**src/rtl/aes_cp_pkg.sv**
```systemverilog
// Shared constants and FSM state encoding for the AES data-copy engine.
package aes_cp_pkg;

    localparam int WORDS_PER_BLK = 4;
    localparam int BYTES_PER_BLK = 16;
    localparam int MAX_BLOCKS    = 128;
    localparam int BLK_W         = $clog2(MAX_BLOCKS) + 1;

    typedef enum logic [2:0] {
        IDLE,
        RD,
        AES_REQ,
        AES_WAIT,
        WR,
        DONE
    } cpState_e;

endpackage

```
**src/rtl/aes_dt_cp_if.sv**
```systemverilog
// Handshake bundle between the copy engine (master) and the AES core (slave).
interface aes_dt_cp_if;
    logic         oAesInVld;
    logic         iAesInRdy;
    logic [127:0] oAesInDt;
    logic         iAesOutVld;
    logic [127:0] iAesOutDt;

    modport master (
        output oAesInVld,
        output oAesInDt,
        input  iAesInRdy,
        input  iAesOutVld,
        input  iAesOutDt
    );

    modport slave (
        input  oAesInVld,
        input  oAesInDt,
        output iAesInRdy,
        output iAesOutVld,
        output iAesOutDt
    );
endinterface

```
**src/rtl/aes_cp_word_pack.sv**
```systemverilog
// Collects four 32-bit InBuf words into one 128-bit AES block (word k at bits 32k+31:32k).
module aes_cp_word_pack
    import aes_cp_pkg::*;
(
    input  logic         iClk,
    input  logic         iRsn,
    input  logic         iCapEn,
    input  logic [1:0]   iIdx,
    input  logic [31:0]  iDt,
    output logic [127:0] oBlk
);

    logic [31:0] wordReg [WORDS_PER_BLK];

    genvar gi;
    generate
        for (gi = 0; gi < WORDS_PER_BLK; gi++) begin : gWord
            always_ff @(posedge iClk or negedge iRsn) begin
                if (!iRsn) begin
                    wordReg[gi] <= '0;
                end else if (iCapEn && (iIdx == 2'(gi))) begin
                    wordReg[gi] <= iDt;
                end
            end
            assign oBlk[32*gi +: 32] = wordReg[gi];
        end
    endgenerate

endmodule

```
**src/rtl/aes_dt_cp.sv**
```systemverilog
// AES data-copy engine: InBuf -> AES core -> OutBuf, one 16-byte block at a time.
// Optional build macro CP_BYPASS_EN adds iBypass to copy InBuf straight to OutBuf.
module aes_dt_cp
    import aes_cp_pkg::*;
#(
    parameter int ADDR_W = 9,
    parameter int SIZE_W = 12
) (
    input  logic              iClk,
    input  logic              iRsn,
    input  logic              iStCp,
    input  logic [SIZE_W-1:0] iCpByteSize,
`ifdef CP_BYPASS_EN
    input  logic              iBypass,
`endif
    output logic              oCpDone,
    output logic              oBusy,
    output logic              oRdEn_InBuf,
    output logic [ADDR_W-1:0] oRdAddr_InBuf,
    input  logic [31:0]       iRdDt_InBuf,
    output logic              oWrEn_OutBuf,
    output logic [ADDR_W-1:0] oWrAddr_OutBuf,
    output logic [31:0]       oWrDt_OutBuf,
    aes_dt_cp_if.master       aesIf
);

    cpState_e          stateReg, stateNext;
    logic [BLK_W-1:0]  blkIdxReg, blkIdxNext;
    logic [BLK_W-1:0]  blkTotReg, blkTotNext;
    logic [2:0]        cntReg, cntNext;
    logic [127:0]      outBlkReg, outBlkNext;

    logic              rdEn, wrEn, aesVld, capEn, done;
    logic              bypassSel;
    logic [127:0]      packBlk;
    logic [127:0]      wrSrc;
    logic [31:0]       wrWord;
    logic [ADDR_W-1:0] wordAddr;
    logic [SIZE_W:0]   sizeRound;
    logic [BLK_W-1:0]  blkCalc;

    // Round up to whole blocks; anything beyond the buffer capacity saturates.
    assign sizeRound = {1'b0, iCpByteSize} + (SIZE_W+1)'(BYTES_PER_BLK - 1);
    assign blkCalc   = ({1'b0, iCpByteSize} > (SIZE_W+1)'(MAX_BLOCKS * BYTES_PER_BLK))
                     ? BLK_W'(MAX_BLOCKS)
                     : BLK_W'(sizeRound >> $clog2(BYTES_PER_BLK));

`ifdef CP_BYPASS_EN
    logic bypassReg;
    always_ff @(posedge iClk or negedge iRsn) begin
        if (!iRsn) begin
            bypassReg <= 1'b0;
        end else if ((stateReg == IDLE) && iStCp) begin
            bypassReg <= iBypass;
        end
    end
    assign bypassSel = bypassReg;
`else
    assign bypassSel = 1'b0;
`endif

    always_ff @(posedge iClk or negedge iRsn) begin
        if (!iRsn) begin
            stateReg  <= IDLE;
            blkIdxReg <= '0;
            blkTotReg <= '0;
            cntReg    <= '0;
            outBlkReg <= '0;
        end else begin
            stateReg  <= stateNext;
            blkIdxReg <= blkIdxNext;
            blkTotReg <= blkTotNext;
            cntReg    <= cntNext;
            outBlkReg <= outBlkNext;
        end
    end

    always_comb begin
        stateNext  = stateReg;
        blkIdxNext = blkIdxReg;
        blkTotNext = blkTotReg;
        cntNext    = cntReg;
        outBlkNext = outBlkReg;
        rdEn       = 1'b0;
        wrEn       = 1'b0;
        aesVld     = 1'b0;
        capEn      = 1'b0;
        done       = 1'b0;
        case (stateReg)
            IDLE: begin
                if (iStCp) begin
                    blkTotNext = blkCalc;
                    blkIdxNext = '0;
                    cntNext    = '0;
                    stateNext  = (blkCalc == '0) ? DONE : RD;
                end
            end
            RD: begin
                // cnt 0..3 issue reads; cnt 1..4 capture the word read one cycle earlier.
                rdEn    = ~cntReg[2];
                capEn   = (cntReg != 3'd0);
                cntNext = cntReg + 3'd1;
                if (cntReg == 3'd4) begin
                    cntNext   = '0;
                    stateNext = bypassSel ? WR : AES_REQ;
                end
            end
            AES_REQ: begin
                aesVld = 1'b1;
                if (aesIf.iAesInRdy) begin
                    stateNext = AES_WAIT;
                end
            end
            AES_WAIT: begin
                if (aesIf.iAesOutVld) begin
                    outBlkNext = aesIf.iAesOutDt;
                    stateNext  = WR;
                end
            end
            WR: begin
                wrEn    = 1'b1;
                cntNext = cntReg + 3'd1;
                if (cntReg == 3'd3) begin
                    cntNext    = '0;
                    blkIdxNext = blkIdxReg + BLK_W'(1);
                    stateNext  = ((blkIdxReg + BLK_W'(1)) < blkTotReg) ? RD : DONE;
                end
            end
            DONE: begin
                done      = 1'b1;
                stateNext = IDLE;
            end
            default: stateNext = IDLE;
        endcase
    end

    aes_cp_word_pack uWordPack (
        .iClk   (iClk),
        .iRsn   (iRsn),
        .iCapEn (capEn),
        .iIdx   (2'(cntReg - 3'd1)),
        .iDt    (iRdDt_InBuf),
        .oBlk   (packBlk)
    );

    assign wordAddr = ADDR_W'({blkIdxReg, cntReg[1:0]});
    assign wrSrc    = bypassSel ? packBlk : outBlkReg;
    assign wrWord   = wrSrc[{cntReg[1:0], 5'b0} +: 32];

    assign oCpDone         = done;
    assign oBusy           = (stateReg != IDLE) && (stateReg != DONE);
    assign oRdEn_InBuf     = rdEn;
    assign oRdAddr_InBuf   = rdEn ? wordAddr : '0;
    assign oWrEn_OutBuf    = wrEn;
    assign oWrAddr_OutBuf  = wrEn ? wordAddr : '0;
    assign oWrDt_OutBuf    = wrEn ? wrWord : '0;
    assign aesIf.oAesInVld = aesVld;
    assign aesIf.oAesInDt  = aesVld ? packBlk : '0;

endmodule

```
**src/flat_wrapper.sv**
```systemverilog
// flat-port wrapper written by rule: the top's interface ports become plain ports
module aes_dt_cp_flat import aes_cp_pkg::*;
#(
    parameter int ADDR_W = 9,
    parameter int SIZE_W = 12
)
  (iClk, iRsn, iStCp, iCpByteSize, oCpDone, oBusy, oRdEn_InBuf, oRdAddr_InBuf, iRdDt_InBuf, oWrEn_OutBuf, oWrAddr_OutBuf, oWrDt_OutBuf, aesIf_oAesInVld, aesIf_oAesInDt, aesIf_iAesInRdy, aesIf_iAesOutVld, aesIf_iAesOutDt);
  aes_dt_cp_if aesIf_i ();
  input  logic iClk;
  input  logic iRsn;
  input  logic iStCp;
  input  logic [SIZE_W-1:0] iCpByteSize;
  output logic oCpDone;
  output logic oBusy;
  output logic oRdEn_InBuf;
  output logic [ADDR_W-1:0] oRdAddr_InBuf;
  input  logic [31:0] iRdDt_InBuf;
  output logic oWrEn_OutBuf;
  output logic [ADDR_W-1:0] oWrAddr_OutBuf;
  output logic [31:0] oWrDt_OutBuf;
  output wire logic [$bits(aesIf_i.oAesInVld)-1:0] aesIf_oAesInVld;
  output wire logic [$bits(aesIf_i.oAesInDt)-1:0] aesIf_oAesInDt;
  input wire logic [$bits(aesIf_i.iAesInRdy)-1:0] aesIf_iAesInRdy;
  input wire logic [$bits(aesIf_i.iAesOutVld)-1:0] aesIf_iAesOutVld;
  input wire logic [$bits(aesIf_i.iAesOutDt)-1:0] aesIf_iAesOutDt;
  assign aesIf_oAesInVld = aesIf_i.oAesInVld;
  assign aesIf_oAesInDt = aesIf_i.oAesInDt;
  assign aesIf_i.iAesInRdy = aesIf_iAesInRdy;
  assign aesIf_i.iAesOutVld = aesIf_iAesOutVld;
  assign aesIf_i.iAesOutDt = aesIf_iAesOutDt;
  aes_dt_cp #(.ADDR_W(ADDR_W), .SIZE_W(SIZE_W)) u_core (.iClk(iClk), .iRsn(iRsn), .iStCp(iStCp), .iCpByteSize(iCpByteSize), .oCpDone(oCpDone), .oBusy(oBusy), .oRdEn_InBuf(oRdEn_InBuf), .oRdAddr_InBuf(oRdAddr_InBuf), .iRdDt_InBuf(iRdDt_InBuf), .oWrEn_OutBuf(oWrEn_OutBuf), .oWrAddr_OutBuf(oWrAddr_OutBuf), .oWrDt_OutBuf(oWrDt_OutBuf), .aesIf(aesIf_i));
endmodule
```
**config.mk**
```make
export PLATFORM = sky130hd
export DESIGN_NAME = aes_dt_cp_flat
export DESIGN_NICKNAME = d
export VERILOG_FILES = /design/src/rtl/aes_cp_pkg.sv /design/src/rtl/aes_dt_cp_if.sv /design/src/rtl/aes_cp_word_pack.sv /design/src/rtl/aes_dt_cp.sv /design/src/flat_wrapper.sv
export SDC_FILE = /design/constraint.sdc
export NUM_CORES = 1
export LEC_CHECK = 0
export BUFFER_PORTS_ARGS = -buffer_cell sky130_fd_sc_hd__buf_2
export CAP_MARGIN = 20
export CORE_MARGIN = 2
export CORE_UTILIZATION = 25
export DETAILED_ROUTE_END_ITERATION = 8
export PLACE_DENSITY_LB_ADDON = 0.15
export SYNTH_ARGS = -nofsm -noshare
export SYNTH_HDL_FRONTEND = slang
export SYNTH_SLANG_ARGS = --single-unit
```
**constraint.sdc**
```tcl
create_clock -name iClk -period 4.4 [get_ports iClk]
set_input_delay 1.1 -clock iClk [delete_from_list [all_inputs] [get_ports iClk]]
set_output_delay 1.1 -clock iClk [all_outputs]
set_load 0.01 [all_outputs]
```
==> impl_summary.txt <==
----------------------------------------------------
[Route]
  Residual DRC count ... 0
  Count of vias placed by the detailed router ... 8801
  Vias/cell ... 4.34
  Average routed wire per standard cell ... around 18 µm
  Top routing layer in use ... met5
  Wire length reported by the detailed router ... 35700 µm
  Met2 WL ... 15700 µm
  Met3 Wirelength ... 3470 µm
  First-iteration detailed-routing DRC count ... 321
  Antenna Violating Nets Remaining ... 0
  Metal-1 WL ... 15500 µm
  Total iterations of the first detailed-routing run ... 4

[Global route]
  Maximum number of pins on one net before global-route repair ... between 100 and 150
  Antenna violations before repair ... 20
  Congestion Overflow GR ... 0
  All-Layer GR Usage ... around an eighth
  Global-route wire length before repair ... around 55000 µm
  Vias in the first global route ... between 9000 and 10000

[Yosys]
  Post-synthesis cell area ... between 10000 and 15000 µm²
  Count of unique library cells instantiated by Yosys ... 49
  Syn Inst Count ... roughly 960
  Number of synthesized flops with an enable pin ... 0
  Ys Warns ... 0
  Number of nets in the synthesized netlist ... 1153
  Synth async-reset ratio ... 100%
  Top flip-flop cell by instance count after synthesis ... sky130_fd_sc_hd__dfrtp_1
  Part of the Yosys area used for sequential elements ... between 50% and 60%
  Mean area per synthesized cell ... around 14 µm²
  Post-synthesis register bit count ... 278

[Worst setup path]
  Slowest stage cell, crit path ... sky130_fd_sc_hd__nor2b_4
  Worst stage delay on the critical path ... 0.54 ns
  Data required, critical path ... 3.30 ns
  Critical path class ... reg -> out
  Sort of element at the start of the critical path ... flip-flop
  Highest net fanout along the worst path ... 53
  Kind of capture point of the worst setup path ... output port
  Series of cell instances along the critical path ... and2b_1 -> nor2b_4 -> buf_4 -> and2_1 -> buf_2
  Arrival time worst endpoint ... 2.71 ns

[Finish]
  Area growth, synth to finish ... 28.3%
  Most frequent standard cell in the layout excluding fill and tap cells ... sky130_fd_sc_hd__buf_2
  Fraction of layout cells with a size suffix above 1 ... 54.3%
  Post-Layout Inst Area ... 16700 µm²
  Area of the multi-input gates ... 5730 µm²
  Top library cells by usage in the layout, fill and taps aside ... sky130_fd_sc_hd__buf_2, sky130_fd_sc_hd__dfrtp_1, sky130_fd_sc_hd__mux2_2
  Number of filler cells placed in the layout ... ~5300
  Total Nets Final ... around 1500
  Post-Layout Cell Count ... 2028
  Finished Core Util ... 32.5%
  Sequential Area ... between 6000 and 7000 µm²

[Floorplanning]
  Count of pins on the block boundary ... 360
  Core area ... 51400 µm²
  Horizontal die dimension ... 232 µm
  Area of the die ... 54000 µm²
  Number of cell rows ... 83
  Initial core utilization ... 25.4%
  Die height ... approximately 230 µm

[Power]
  Static Leak ... 8.17 nW
  Maximum vdd drop ... 0.249 mV
  Power per cell area ... between 600 and 700 nW/µm²

[CTS]
  Worst-skew pair later-pin latency ... roughly 0.53 ns
  TritonCTS clock tree ... built
  Clock-pin slew on the worst setup and hold paths ... 0.06 ns
  Clock net sink count ... 278
  Cells resized by post-CTS repair ... 0
  H-Tree Level Count ... 2
  Number of setup buffers added after CTS ... 0
  Number of buffers added to fix hold violations after cts ... 0
  CTS Buf Count ... 35
  Root Driver ... sky130_fd_sc_hd__clkbuf_16
  Max Buffers Root-to-Sink ... 3

[Timing]
  Number of pins with negative max-slew slack in the final report ... 0
  Post-route clock skew ... 0.0168 ns
  Peak clock frequency supported by timing ... between 0.2 and 0.3 GHz
  Final cycle utilization of the critical path ... 86.6%
  Setup TNS Final ... 0 ns
  Post-layout worst setup margin ... 0.591 ns
  RSZ-0062 raised after global routing ... no
  Worst-Margin Slew ... 1.00 ns
  Setup Viol. Count Final ... 0
  Headroom to the max-slew limit ... 32.9%
  Final critical delay including setup and external delays ... around 3.8 ns
  Final count of hold timing violations ... 0

[Placement]
  Worst-case setup slack after placement ... 1.04 ns
  I/O Buffers ... 359
  Cell area after placement ... 15500 µm²
  Placer's final routability congestion estimate ... 0.746
  Dpl hpwl ... 24500 µm
  Placed instance count ... between 1500 and 2000

[Run status]
  Run status ... completed

[Worst hold path]
  Path class of the lowest-slack min-delay path ... reg -> reg

[Job]
  Max-cap violations ... 0

----------------------------------------------------
==> worst paths after layout <==
path	from	endpoint	slack [ns]	cells past startpoint
min reg2reg	u_core.uWordPack.oBlk[82]$_DFFE_PN0P_	u_core.uWordPack.oBlk[82]$_DFFE_PN0P_	0.49	1
max	u_core.stateReg[2]$_DFFE_PN0P_	aesIf_oAesInDt[126]	0.59	5
min in group asynchronous	iRsn	u_core.uWordPack.oBlk[38]$_DFFE_PN0P_	0.62	1
max reg2reg	u_core.cntReg[0]$_DFFE_PN0P_	u_core.uWordPack.oBlk[14]$_DFFE_PN0P_	1.81	6
max in group asynchronous	iRsn	u_core.uWordPack.oBlk[47]$_DFFE_PN0P_	2.83	2
min	u_core.uWordPack.oBlk[82]$_DFFE_PN0P_	u_core.uWordPack.oBlk[82]$_DFFE_PN0P_	0.49	1
==> layout make-up <==
class,instances,area share (%)
clock buffer,49,6.03
antenna,10,0.150
clock inverter,14,0.816
tap,680,5.09
multi-input combinational,611,34.3
sequential,278,41.6
timing repair buffer,372,11.7
inverter,14,0.344
==> stage by stage <==
step / power (mW) / hold WS [ns]
after global routing: 11.0 / 0.510
after CTS: 10.5 / 0.496
final: 10.3 / 0.492
after floorplan: 6.52 / 0.449
after detailed placement: 7.56 / 0.480
after global placement: 7.47 / 0.472
==> metal layers <==
layer  global-route usage, %  up-vias
met4                    4.07       26
met2                    20.2      270
met5                       0        -
met1                    16.9     4342
met3                    5.71       74
li1                        -     4089
==> registers in the layout (all words and copies together), names as in the netlist <==
register / count
u_core.blkTotReg: 8
u_core.stateReg: 3
u_core.uWordPack.oBlk: 128
u_core.outBlkReg: 128
u_core.blkIdxReg: 8
u_core.cntReg: 3
==> power breakdown <==
group	leakage, nW	total (mW)	switching [mW]	internal [mW]
logic	4.18	2.96	1.19	1.77
clock network	0.566	2.85	1.13	1.72
registers	3.43	4.47	0.684	3.78
==> cell families (layout without fill, tap and decap cells) <==
logic type,Yosys count,after routing,synth area share [%]
mux,288,288,27.6
flops,278,278,53.4
simple gates,259,259,11.8
buf+inv,72,449,2.91
compound gates,36,36,1.97
fa+ha+maj,15,15,1.44
xor+xnor,13,13,0.873
other cells,0,10,0
==> cell usage after synthesis (3+ instances only) <==
cell type,n,area [µm²]
sky130_fd_sc_hd__and3_1,7,43.8
sky130_fd_sc_hd__nand4_1,4,25.0
sky130_fd_sc_hd__ha_1,15,188
sky130_fd_sc_hd__a21oi_1,7,35.0
sky130_fd_sc_hd__xor2_1,6,52.6
sky130_fd_sc_hd__dfrtp_1,278,6960
sky130_fd_sc_hd__nand3_1,10,50.1
sky130_fd_sc_hd__mux2_1,7,78.8
sky130_fd_sc_hd__nor2_1,12,45.0
sky130_fd_sc_hd__a31oi_1,3,18.8
sky130_fd_sc_hd__mux4_2,32,721
sky130_fd_sc_hd__buf_4,17,128
sky130_fd_sc_hd__nor3_1,5,25.0
sky130_fd_sc_hd__nand2_2,4,25.0
sky130_fd_sc_hd__nor3b_1,3,22.5
sky130_fd_sc_hd__mux2_2,249,2800
sky130_fd_sc_hd__a31o_1,5,43.8
sky130_fd_sc_hd__nand2_1,22,82.6
sky130_fd_sc_hd__o21ai_0,8,40.0
sky130_fd_sc_hd__clkbuf_1,18,67.6
sky130_fd_sc_hd__nand2b_1,3,18.8
sky130_fd_sc_hd__and2_1,174,1090
sky130_fd_sc_hd__inv_1,12,45.0
sky130_fd_sc_hd__xnor2_1,7,61.3
sky130_fd_sc_hd__buf_2,20,100
==> critical path: cells and delay by family (launching register included) <==
kind | cells | cell delay [ns]
buffers and inverters | 2 | 0.60
AND/OR/NAND/NOR | 3 | 1.10
flip-flops | 1 | 0.45
(Power assumes the default switching activity.)
